==> config.mk <==
export PLATFORM = sky130hd
export DESIGN_NAME = spi_peripheral_flat
export DESIGN_NICKNAME = d
export VERILOG_FILES = /design/src/rtl/spi_peripheral_pkg.sv /design/src/rtl/spi_peripheral_if.sv /design/src/rtl/spi_input_sync.sv /design/src/rtl/spi_peripheral.sv /design/src/flat_wrapper.sv
export SDC_FILE = /design/constraint.sdc
export NUM_CORES = 1
export LEC_CHECK = 0
export ABC_AREA = 1
export CAP_MARGIN = 20
export CORE_UTILIZATION = 30
export DETAILED_ROUTE_END_ITERATION = 10
export PLACE_DENSITY = 0.55
export SYNTH_ARGS = -nofsm -noshare
export SYNTH_HDL_FRONTEND = slang
export SYNTH_HIERARCHICAL = 1
export SYNTH_SLANG_ARGS = --single-unit
==> constraint.sdc <==
create_clock -name clk -period 4.35 [get_ports clk]
set_input_delay 0.87 -clock clk [delete_from_list [all_inputs] [get_ports clk]]
set_output_delay 0.87 -clock clk [all_outputs]
set_load 0.01 [all_outputs]
==> src/rtl/spi_peripheral_pkg.sv <==
// Shared definitions for the SPI peripheral: mode encodings, FSM states and
// default frame parameters.
package spi_peripheral_pkg;

    localparam int unsigned DEFAULT_DATA_WIDTH = 8;
    localparam logic [7:0]  DEFAULT_TX         = 8'hFF;

    // {CPOL, CPHA}
    typedef enum logic [1:0] {
        MODE0 = 2'b00,
        MODE1 = 2'b01,
        MODE2 = 2'b10,
        MODE3 = 2'b11
    } spi_mode_t;

    typedef enum logic {
        IDLE,
        ACTIVE
    } state_t;

endpackage

==> src/rtl/spi_peripheral_if.sv <==
// SPI bus lines between an external master and this peripheral.
interface spi_peripheral_if;

    logic spi_clk;
    logic cs;
    logic mosi;
    logic miso;
    logic miso_oe;

    modport master (output spi_clk, output cs, output mosi, input miso, input miso_oe);
    modport slave  (input spi_clk, input cs, input mosi, output miso, output miso_oe);

endinterface

==> src/rtl/spi_input_sync.sv <==
// Multi-flop synchronizer for an asynchronous input, with rise/fall detection
// on the synchronized level.
module spi_input_sync #(
    parameter int unsigned SYNC_STAGES = 2,
    parameter logic        RESET_VALUE = 1'b0
) (
    input  logic clk,
    input  logic reset,
    input  logic d,
    output logic q,
    output logic rise,
    output logic fall
);

    logic [SYNC_STAGES-1:0] stages;
    logic                   last;

    always_ff @(posedge clk) begin
        if (reset) begin
            stages <= {SYNC_STAGES{RESET_VALUE}};
            last   <= RESET_VALUE;
        end else begin
            stages <= {stages[SYNC_STAGES-2:0], d};
            last   <= stages[SYNC_STAGES-1];
        end
    end

    assign q    = stages[SYNC_STAGES-1];
    assign rise = q & ~last;
    assign fall = ~q & last;

endmodule

==> src/rtl/spi_peripheral.sv <==
// SPI target endpoint: full-duplex, MSB-first, all four CPOL/CPHA modes, with a
// one-deep tx holding register and byte-wide rx handshake to local logic.
module spi_peripheral
    import spi_peripheral_pkg::*;
#(
    parameter int unsigned           DATA_WIDTH  = DEFAULT_DATA_WIDTH,
    parameter int unsigned           SYNC_STAGES = 2,
    parameter logic [DATA_WIDTH-1:0] TX_DEFAULT  = DATA_WIDTH'(DEFAULT_TX)
) (
    input  logic                  clk,
    input  logic                  reset,
    input  logic                  polarity,
    input  logic                  phase,
    spi_peripheral_if.slave       bus,
    input  logic [DATA_WIDTH-1:0] tx_data,
    input  logic                  tx_load,
    output logic                  tx_ready,
    output logic [DATA_WIDTH-1:0] rx_data,
    output logic                  rx_valid,
    output logic                  tx_underrun,
    output logic                  frame_error,
    output logic                  busy,
    output logic [3:0]            count
);

    localparam logic [3:0] FULL = 4'(DATA_WIDTH);

    state_t                state;
    spi_mode_t             mode;
    logic [DATA_WIDTH-1:0] hold;
    logic [DATA_WIDTH-1:0] shift_tx;
    logic [DATA_WIDTH-1:0] shift_rx;
    logic [DATA_WIDTH-1:0] next_tx;
    logic                  underrun_pending;
    logic                  sclk_rise, sclk_fall, cs_rise, cs_fall, mosi_s;
    logic                  cpol, cpha, lead, trail, sample, shift;
    logic                  consume, load_ok;
    logic [3:0]            sync_unused;

    spi_input_sync #(.SYNC_STAGES(SYNC_STAGES), .RESET_VALUE(1'b0)) sclk_sync (
        .clk(clk), .reset(reset), .d(bus.spi_clk),
        .q(sync_unused[0]), .rise(sclk_rise), .fall(sclk_fall)
    );

    spi_input_sync #(.SYNC_STAGES(SYNC_STAGES), .RESET_VALUE(1'b1)) cs_sync (
        .clk(clk), .reset(reset), .d(bus.cs),
        .q(sync_unused[1]), .rise(cs_rise), .fall(cs_fall)
    );

    spi_input_sync #(.SYNC_STAGES(SYNC_STAGES), .RESET_VALUE(1'b0)) mosi_sync (
        .clk(clk), .reset(reset), .d(bus.mosi),
        .q(mosi_s), .rise(sync_unused[2]), .fall(sync_unused[3])
    );

    assign cpol = mode inside {MODE2, MODE3};
    assign cpha = mode inside {MODE1, MODE3};

    always_comb begin
        lead    = cpol ? sclk_fall : sclk_rise;
        trail   = cpol ? sclk_rise : sclk_fall;
        sample  = cpha ? trail : lead;
        shift   = cpha ? lead : trail;
        next_tx = tx_ready ? TX_DEFAULT : hold;
        consume = (state == IDLE && cs_fall) ||
                  (state == ACTIVE && !cs_rise && count == '0);
        load_ok = tx_load && (tx_ready || consume);
    end

    always_ff @(posedge clk) begin
        if (reset) begin
            state            <= IDLE;
            mode             <= MODE0;
            hold             <= '0;
            tx_ready         <= 1'b1;
            shift_tx         <= '0;
            shift_rx         <= '0;
            underrun_pending <= 1'b0;
            bus.miso         <= 1'b1;
            bus.miso_oe      <= 1'b0;
            rx_data          <= '0;
            rx_valid         <= 1'b0;
            tx_underrun      <= 1'b0;
            frame_error      <= 1'b0;
            busy             <= 1'b0;
            count            <= FULL;
        end else begin
            rx_valid    <= 1'b0;
            tx_underrun <= 1'b0;
            frame_error <= 1'b0;

            if (load_ok) begin
                hold     <= tx_data;
                tx_ready <= 1'b0;
            end else if (consume) begin
                tx_ready <= 1'b1;
            end

            case (state)
                IDLE: begin
                    if (cs_fall) begin
                        state            <= ACTIVE;
                        mode             <= spi_mode_t'({polarity, phase});
                        shift_tx         <= next_tx;
                        tx_underrun      <= tx_ready;
                        underrun_pending <= 1'b0;
                        count            <= FULL;
                        bus.miso_oe      <= 1'b1;
                        busy             <= 1'b1;
                        if (!phase) bus.miso <= next_tx[DATA_WIDTH-1];
                    end
                end
                ACTIVE: begin
                    if (cs_rise) begin
                        state       <= IDLE;
                        bus.miso    <= 1'b1;
                        bus.miso_oe <= 1'b0;
                        busy        <= 1'b0;
                        count       <= FULL;
                        if (count == '0) begin
                            rx_data  <= shift_rx;
                            rx_valid <= 1'b1;
                        end else if (count != FULL) begin
                            frame_error <= 1'b1;
                        end
                    end else if (count == '0) begin
                        // Reload now so CPHA=0 can present the MSB on the final trailing
                        // edge; the underrun is only reported once the next byte really starts.
                        rx_data          <= shift_rx;
                        rx_valid         <= 1'b1;
                        count            <= FULL;
                        shift_tx         <= next_tx;
                        underrun_pending <= tx_ready;
                    end else if (sample) begin
                        shift_rx <= {shift_rx[DATA_WIDTH-2:0], mosi_s};
                        count    <= count - 1'b1;
                        if (count == FULL) begin
                            tx_underrun      <= underrun_pending;
                            underrun_pending <= 1'b0;
                        end
                    end else if (shift) begin
                        // count==FULL here marks the first shift edge of a byte: present the
                        // freshly loaded MSB instead of shifting.
                        if (count == FULL) begin
                            bus.miso <= shift_tx[DATA_WIDTH-1];
                        end else begin
                            shift_tx <= {shift_tx[DATA_WIDTH-2:0], 1'b0};
                            bus.miso <= shift_tx[DATA_WIDTH-2];
                        end
                    end
                end
                default: state <= IDLE;
            endcase
        end
    end

endmodule

==> src/flat_wrapper.sv <==
// flat-port wrapper written by rule: the top's interface ports become plain ports
module spi_peripheral_flat import spi_peripheral_pkg::*;
#(
    parameter int unsigned           DATA_WIDTH  = DEFAULT_DATA_WIDTH,
    parameter int unsigned           SYNC_STAGES = 2,
    parameter logic [DATA_WIDTH-1:0] TX_DEFAULT  = DATA_WIDTH'(DEFAULT_TX)
)
  (clk, reset, polarity, phase, tx_data, tx_load, tx_ready, rx_data, rx_valid, tx_underrun, frame_error, busy, count, bus_spi_clk, bus_cs, bus_mosi, bus_miso, bus_miso_oe);
  spi_peripheral_if bus_i ();
  input  logic clk;
  input  logic reset;
  input  logic polarity;
  input  logic phase;
  input  logic [DATA_WIDTH-1:0] tx_data;
  input  logic tx_load;
  output logic tx_ready;
  output logic [DATA_WIDTH-1:0] rx_data;
  output logic rx_valid;
  output logic tx_underrun;
  output logic frame_error;
  output logic busy;
  output logic [3:0] count;
  input wire logic [$bits(bus_i.spi_clk)-1:0] bus_spi_clk;
  input wire logic [$bits(bus_i.cs)-1:0] bus_cs;
  input wire logic [$bits(bus_i.mosi)-1:0] bus_mosi;
  output wire logic [$bits(bus_i.miso)-1:0] bus_miso;
  output wire logic [$bits(bus_i.miso_oe)-1:0] bus_miso_oe;
  assign bus_i.spi_clk = bus_spi_clk;
  assign bus_i.cs = bus_cs;
  assign bus_i.mosi = bus_mosi;
  assign bus_miso = bus_i.miso;
  assign bus_miso_oe = bus_i.miso_oe;
  spi_peripheral #(.DATA_WIDTH(DATA_WIDTH), .SYNC_STAGES(SYNC_STAGES), .TX_DEFAULT(TX_DEFAULT)) u_core (.clk(clk), .reset(reset), .polarity(polarity), .phase(phase), .bus(bus_i), .tx_data(tx_data), .tx_load(tx_load), .tx_ready(tx_ready), .rx_data(rx_data), .rx_valid(rx_valid), .tx_underrun(tx_underrun), .frame_error(frame_error), .busy(busy), .count(count));
endmodule
==> out/metrics.yaml, run 1 <==
critical_path:
  cp-end-kind: "output pin"
  crit_family: "buffers and inverters"
  reg2reg_depth: 8
  critPathBufInv: 1
  critPathLaunchType: "flop"
  max_stage_delay_ns: 0.61
  cp.depth: 1
  cp.arrival_ns: 1.46
  cp_cell_sequence: "clkdlybuf4s50_1"
  crit_fanout: 12
  cp.required_ns: 3.48
  r2r_slack_ns: 2.49
  crit_slowest_cell: "clkdlybuf4s50_1"
  crit_type: "flop to output pin"
clock_tree:
  clk_latency_ns: 0.30
  numCtsBuffers: 5
  ctsResizeCount: 0
  htree_num_levels: 2
  cts_hold_buf: 0
  cts-root-buf: "clkbuf_8"
  clkTransAtPathRegs_ns: 0.09
  clk_path_buf_depth: 2
  cts_tree: "yes"
  cts_sinks: 54
  postCtsSetupRepairBufs: 0
route:
  initialDrtViolationCount: 101
  drtAntennaViolNets: 0
  first_pass_iters: 4
  wirelength_um: 4926
  vias: 2052
  viasPerCell: 4.471
  drc: 0
  wl_per_cell_um: 10.73
finish:
  diodes: 0
  regArea_um2: 1081
  nFillCells: 791
  fin_cells: 459
  drive_gt1_share_pct: 8.056
  multiInputGateArea_um2: 1033
  final_nets: 377
  areaGrowthSynthToFinish_pct: 19.73
floorplan:
  core.rowCount: 31
  die_y_um: 90.55
  die_area_um2: 8199
  initial_core_util_pct: 31.75
  io_pins: 35
  core_um2: 7408
  die_x_um: 90.55
synth:
  ys_warn_count: 6
  syn_inst: 330
  synth_fp_nets: 347
  syn_avg_cell_area_um2: 7.128
  syn_area_um2: 2352
sta:
  fmax_ghz: 0.4299
  tns_ns: 0
  finalHoldViolations: 0
  fin_crit_sh_pct: 53.48
  slew_headroom_pct: 44.72
  maxSlewViolCount: 0
  finalCriticalPeriod_ns: 2.326
  rsz0062_at_grt: "no"
  skew_ns: 0.008764
  tightest_slew_ns: 0.8283
  finalSetupViolCount: 0
power_and_ir_drop:
  p_seq_share_pct: 57.3
  ir_drop_mv: 0.1333
  pwr-share-comb_pct: 14.8
  pwr-share-clk_pct: 27.9
  leakage_nw: 1.235
  p_int_w: 0.0006887
  p_sw_share_pct: 26.00
  switching_power_w: 0.0002420
  power_density_nw_per_um2: 330.5
min_path:
  holdPathStages: 2
  hold_path.class: "flop to flop"
grt:
  grt-ovfl-total: 0
  antenna_found_initial: 0
  grt_pass1_vias: 2005
  grt_max_degree: 30
  grt_pass1_wl_um: 8700
  grt_usage_pct: 12.82
run:
  max_cap_violations: 0
place:
  hpwlAfterDp_um: 3550
  portBuffers: 34
  gp_congestion: 0.7504
  dp.cells: 452
run_status:
  run_status: "completed"
final cells by class:
cell class	count	area share (%)
Sequential cell	54	38.38
Multi-Input combinational cell	224	36.69
Inverter	40	5.464
Timing Repair Buffer	35	12.35
Clock buffer	7	2.710
Tap cell	99	4.398
routing by layer:
layer	track usage [%]	share of wire [%]	vias up
met1	15.60	51	919
li1	-	-	1093
met2	22.35	45	31
met3	2.525	3.0	9
met5	0	0	-
met4	4.435	1.6	0
worst paths after layout:
check,start,to
setup / recovery,u_core/tx_ready,tx_ready
hold / removal,u_core/sclk_sync/stages[0],u_core/sclk_sync/stages[1]
setup reg to reg,u_core/count[0],u_core/shift_rx[1]
hold reg to reg,u_core/sclk_sync/stages[0],u_core/sclk_sync/stages[1]
stage by stage:
step                      total power (W)  hold WS, ns  setup slack (ns)  util (%)  cell area, um^2
after floorplan                 0.0006407       0.3867             2.658         -             2352
after global placement          0.0006818       0.3953             1.804     36.99             2740
after detailed placement        0.0006835       0.4038             1.777     36.99             2740
after CTS                       0.0009469       0.4181             2.008     38.02             2816
after global routing            0.0009886       0.4250             1.936     38.02             2816
final                           0.0009308       0.4143             2.024     38.02             2816
flip-flops by register name (all words and copies together) (netlist names), 2 cells and up:
| signal | count |
|---|---|
| u_core/mosi_sync/stages | 2 |
| u_core/hold | 8 |
| u_core/count | 4 |
| u_core/rx_data | 8 |
| u_core/mode | 2 |
| u_core/shift_tx | 8 |
| u_core/shift_rx | 8 |
| u_core/cs_sync/stages | 2 |
| u_core/sclk_sync/stages | 2 |
worst min-delay path, cell delays in order, from the launching register on:
cell     delay [ns]
dfxtp_1        0.31
inv_1          0.04
nor2_1         0.03
power groups by stage:
stage / Clock [W] / Sequential [W] / Combinational [W]
2_1_floorplan: 0 / 0.000542 / 0.0000988
3_3_place_gp: 0 / 0.000545 / 0.000136
6_report: 0.000260 / 0.000534 / 0.000137
4_1_cts: 0.000274 / 0.000534 / 0.000139
5_1_grt: 0.000293 / 0.000537 / 0.000158
3_5_place_dp: 0 / 0.000546 / 0.000138
cells in the final DEF (no fill, tap or decap), drive strengths merged:
| master | instances |
|---|---|
| clkbuf | 7 |
| buf | 1 |
| or2 | 8 |
| nand2 | 73 |
| dfxtp | 54 |
| o22ai | 1 |
| clkinv | 1 |
| nor3 | 2 |
| a21oi | 25 |
| xnor2 | 1 |
| clkdlybuf4s50 | 34 |
| inv | 39 |
| nand3 | 26 |
| nand4 | 1 |
| nor2 | 58 |
| ha | 1 |
| o21ai | 28 |
No activity file was read; power rests on OpenSTA's default activity.
==> run 2: changes to the inputs <==
Settings changed: PLACE_DENSITY 0.55 to 0.57.
Clock period 4.35 ns to 2 ns, I/O delays scaled along.
==> out/metrics.yaml, run 2 (synthesized netlist as in run 1, its figures left out) <==
min_path:
  hold_path_end: "u_core/sclk_sync/stages[1]"
  hold_start: "u_core/sclk_sync/stages[0]"
  holdPathStages: 2  # unchanged
  hold_path.class: "flop to flop"
power_and_ir_drop:
  ir_drop_mv: 0.3330  # +150%
  leakage_nw: 1.268  # +2.6%
  power_density_nw_per_um2: 733.4  # +120%
floorplan:
  die_area_um2: 8199  # unchanged
  core.rowCount: 31  # unchanged
  initial_core_util_pct: 31.75  # unchanged
  die_y_um: 90.55  # unchanged
  die_x_um: 90.55  # unchanged
  io_pins: 35  # unchanged
  core_um2: 7408  # unchanged
sta:
  maxSlewViolCount: 0  # unchanged
  fin_crit_sh_pct: 88.55
  finalSetupViolCount: 0  # unchanged
  tns_ns: 0  # unchanged
  holdWs_ns: 0.4073  # -0.006959 ns
  fmax_ghz: 0.5647
  tightest_slew_ns: 0.3267  # -0.5016 ns
  finalHoldViolations: 0  # unchanged
  rsz0062_at_grt: "no"
  skew_ns: 0.009967  # +0.001204 ns
  finalCriticalPeriod_ns: 1.771
  slew_headroom_pct: 78.20  # +33 points
critical_path:
  crit_family: "simple AND/OR/NAND/NOR gates"
  crit_top_cell: "nand2_4"
  max_stage_delay_ns: 0.33  # -0.28 ns
  cp-end-kind: "flop"
  cp_cell_sequence: "inv_1 > ha_1 > nand2_1 > nand2_2 > nand2_4 > nand2_4 > nand2_4 > o21ai_0 > nor2_1"
  cp.required_ns: 2.20  # -1.28 ns
  r2r_end: "u_core/hold[0]"
  r2r-start: "u_core/count[0]"
  cp.arrival_ns: 1.97  # +0.51 ns
  reg2reg_depth: 9  # +1
  crit_slowest_cell: "dfxtp_1"
  cp.depth: 9  # +8
  critPathBufInv: 1  # unchanged
  crit_type: "flop to flop"
  crit_fanout: 16  # +4
  critPathLaunchType: "flop"
  r2r_slack_ns: 0.23  # -2.26 ns
clock_tree:
  numCtsBuffers: 5  # unchanged
  ctsResizeCount: 0  # unchanged
  clkTransAtPathRegs_ns: 0.10  # about the same
  postCtsSetupRepairBufs: 0  # unchanged
  cts-root-buf: "clkbuf_8"
  cts_sinks: 54  # unchanged
  cts_tree: "yes"
  clk_latency_ns: 0.31  # about the same
  clk_path_buf_depth: 2  # unchanged
  cts_hold_buf: 0  # unchanged
  htree_num_levels: 2  # unchanged
route:
  drc: 0  # unchanged
  wirelength_um: 5018  # +1.9%
  drtAntennaViolNets: 0  # unchanged
  viasPerCell: 4.383  # -2.0%
  initialDrtViolationCount: 69  # -32%
  wl_per_cell_um: 10.79  # +0.55%
  first_pass_iters: 4  # unchanged
  vias: 2038  # -0.68%
finish:
  nFillCells: 785  # -0.76%
  final_cell_mix: "66 x nand2_1, 56 x nor2_1, 54 x dfxtp_1"
  layout_commonest_cell: "nand2_1"
  regArea_um2: 1081  # unchanged
  diodes: 0  # unchanged
  multiInputGateArea_um2: 1033  # unchanged
  final_nets: 382  # +1.3%
  drive_gt1_share_pct: 10.11  # +2.1 points
  areaGrowthSynthToFinish_pct: 22.13
  fin_util_pct: 38.78  # +0.76 points
place:
  portBuffers: 34  # unchanged
  gp_congestion: 0.8429  # +12%
  hpwlAfterDp_um: 3690  # +3.9%
grt:
  grt_usage_pct: 12.81  # about the same
  antenna_found_initial: 0  # unchanged
  grt_pass1_vias: 1969  # -1.8%
  grt_max_degree: 30  # unchanged
  grt-ovfl-total: 0  # unchanged
  grt_pass1_wl_um: 8514  # -2.1%
run_status:
  run_status: "completed"
run:
  max_cap_violations: 0  # unchanged
run 2: cell count changes in the layout (fill, tap and decap cells not counted):
cell	before	now
clkinvlp_4	0	1
buf_4	1	6
clkinv_2	1	2
clkbuf_8	5	6
clkbuf_1	2	0
run 2: cell type report:
class                           count  share of cell area (%)
Sequential cell                    54                   37.63
Clock buffer                        6                   2.875
Tap cell                           99                   4.312
Timing Repair Buffer               40                   13.41
Multi-Input combinational cell    224                   35.98
Clock inverter                      2                  0.4355
Inverter                           40                   5.357
run 2: power breakdown:
part           switching, W  total [W]  internal (W)
combinational      0.000174   0.000309      0.000135
sequential        0.0000304    0.00116       0.00113
clock              0.000361   0.000640      0.000279
total              0.000566    0.00211       0.00154
run 2: how the worst max path moves through the flow:
stage	slack [ns]	end	from
finish	0.23	u_core/hold[0]	u_core/count[0]
global route	0.03	u_core/hold[0]	u_core/count[0]
CTS	0.23	u_core/hold[0]	u_core/count[0]
detailed placement	0.26	u_core/hold[0]	u_core/count[0]
global placement	0.33	u_core/hold[1]	u_core/count[0]
floorplan	0.51	u_core/shift_tx[7]	u_core/count[0]
run 2: per-layer routing:
layer,part of all wire [%],global-route usage (%)
met1,48,14.60
met4,1.4,5.242
met5,0,0
met2,47,22.79
met3,3.2,3.030
run 2: worst reg2reg max path: stages, from the launching register on:
cell and delay [ns]:
dfxtp_1 0.33, inv_1 0.09, ha_1 0.25, nand2_1 0.14
nand2_2 0.25, nand2_4 0.19, nand2_4 0.10, nand2_4 0.08
o21ai_0 0.17, nor2_1 0.06
run 2: through the flow:
step                instance area (um^2)  setup slack (ns)  power, W  std cells
finish                              2873            0.2291  0.002107        465
global route                        2873           0.03011  0.002218        465
CTS                                 2873            0.2270  0.002137        465
detailed placement                  2778            0.2567  0.001494        457
global placement                    2778            0.3294  0.001489        457
floorplan                           2352            0.5074  0.001394        330
==> edit (config.mk and constraints of run 1) <==
Change the parameter `RESET_VALUE` from 1'b1 to 1'b0.
--- a/src/rtl/spi_peripheral.sv
+++ b/src/rtl/spi_peripheral.sv
@@ -43,5 +43,5 @@
     );
 
-    spi_input_sync #(.SYNC_STAGES(SYNC_STAGES), .RESET_VALUE(1'b1)) cs_sync (
+    spi_input_sync #(.SYNC_STAGES(SYNC_STAGES), .RESET_VALUE(1'b0)) cs_sync (
         .clk(clk), .reset(reset), .d(bus.cs),
         .q(sync_unused[1]), .rise(cs_rise), .fall(cs_fall)
Check against the original RTL: not equivalent (Yosys sat finds a counterexample within 4 cycles, from zero or initial values and one cycle with reset high).
==> edit against run 1 <==
  * First-iteration DRC count up 24%
  * Clock skew decreased by 0.0018 ns
  * Synthesized area is 0.16% lower
  * Power is 1.3% lower
  * Clock power rose by 9.6%
  * Fmax down 1.1%
  * Sequential cell count unchanged
  * Final area grew 0.40%
  * Worst setup slack lost 0.026 ns
  * Routed wire length grew 0.89%
  * Highest routed layer unchanged
==> edit: results <==
[run_status]
status = "finished clean"

[pwr]
leakage_nw = 1.216
peakVddDrop_mv = 0.1257

[sta]
clock_skew_ns = 0.006985
slew_headroom_pct = 46.25

[clock_tree]
cts-root-buf = "clkbuf_8"
clkLatencyLatePin_ns = 0.30
cts-htree-levels = 2
cts_max_path_buffers = 2
cts_setup_buffers = 0
clk_pin_slew_ns = 0.09

[grt]
grtUsageMet1_pct = 16.84
use_met2_pct = 20.64
grt_first_pass_wirelength_um = 8714
grtUsageTotal_pct = 12.96
met3_usage_pct = 3.114
grt_pass1_vias = 1909

[layout]
fillers = 802
nets = 376
drive_above_1_share_pct = 8.611

[critical_path]
cpLargestDelayFamily = "buffers and inverters"
cp_slowest_cell = "clkdlybuf4s50_1"

[placement]
hpwl_um = 3419
pre_cts_ws_ns = 1.785
place_congestion = 0.7952

[worst_hold_path]
hp-class = "reg -> reg"

[synthesis]
synth_nets = 346

[route]
routedWlPerCell_um = 10.83
via_per_inst = 4.405
dr.pass1.iters = 4
drtIter0Drc = 125
[edit: metal layers]
metal | up-vias | part of all wire, %
met5 | - | 0
met4 | 0 | 1.8
met3 | 8 | 3.3
met2 | 31 | 44
met1 | 893 | 51
li1 | 1090 | -
[edit: area by class of cell]
cell class | count | share of cell area (%)
tap | 99 | 4.381
sequential | 54 | 38.23
inverter | 39 | 5.310
clock buffer | 7 | 3.053
clock inverter | 1 | 0.1770
timing repair buffer | 35 | 12.30
multi-input combinational | 224 | 36.55
[edit: path summary, 6_finish.rpt]
kind / slack (ns) / from / end / cells after the start
max: 2.00 / u_core/tx_ready$_SDFFE_PP1P_ / tx_ready / 1
min: 0.41 / u_core/cs_sync/stages[0]$_SDFF_PP0_ / u_core/cs_sync/stages[1]$_SDFF_PP0_ / 2
max reg2reg: 2.44 / u_core/count[0]$_SDFFE_PP0P_ / u_core/shift_rx[0]$_SDFFE_PP0P_ / 8
min reg2reg: 0.41 / u_core/cs_sync/stages[0]$_SDFF_PP0_ / u_core/cs_sync/stages[1]$_SDFF_PP0_ / 2
[edit: power breakdown]
part / internal [W] / total, W / leakage, nW / switching, W
registers: 0.000513 / 0.000526 / 0.440 / 0.0000126
logic: 0.0000483 / 0.000108 / 0.728 / 0.0000599
clock network: 0.000129 / 0.000285 / 0.0482 / 0.000156
[edit: metrics by stage]
| step | instances | cell area, µm² |
|---|---|---|
| after CTS | 459 | 2828 |
| final | 459 | 2828 |
| after floorplan | 329 | 2349 |
| after global routing | 459 | 2828 |
| after detailed placement | 451 | 2736 |
| after global placement | 451 | 2736 |
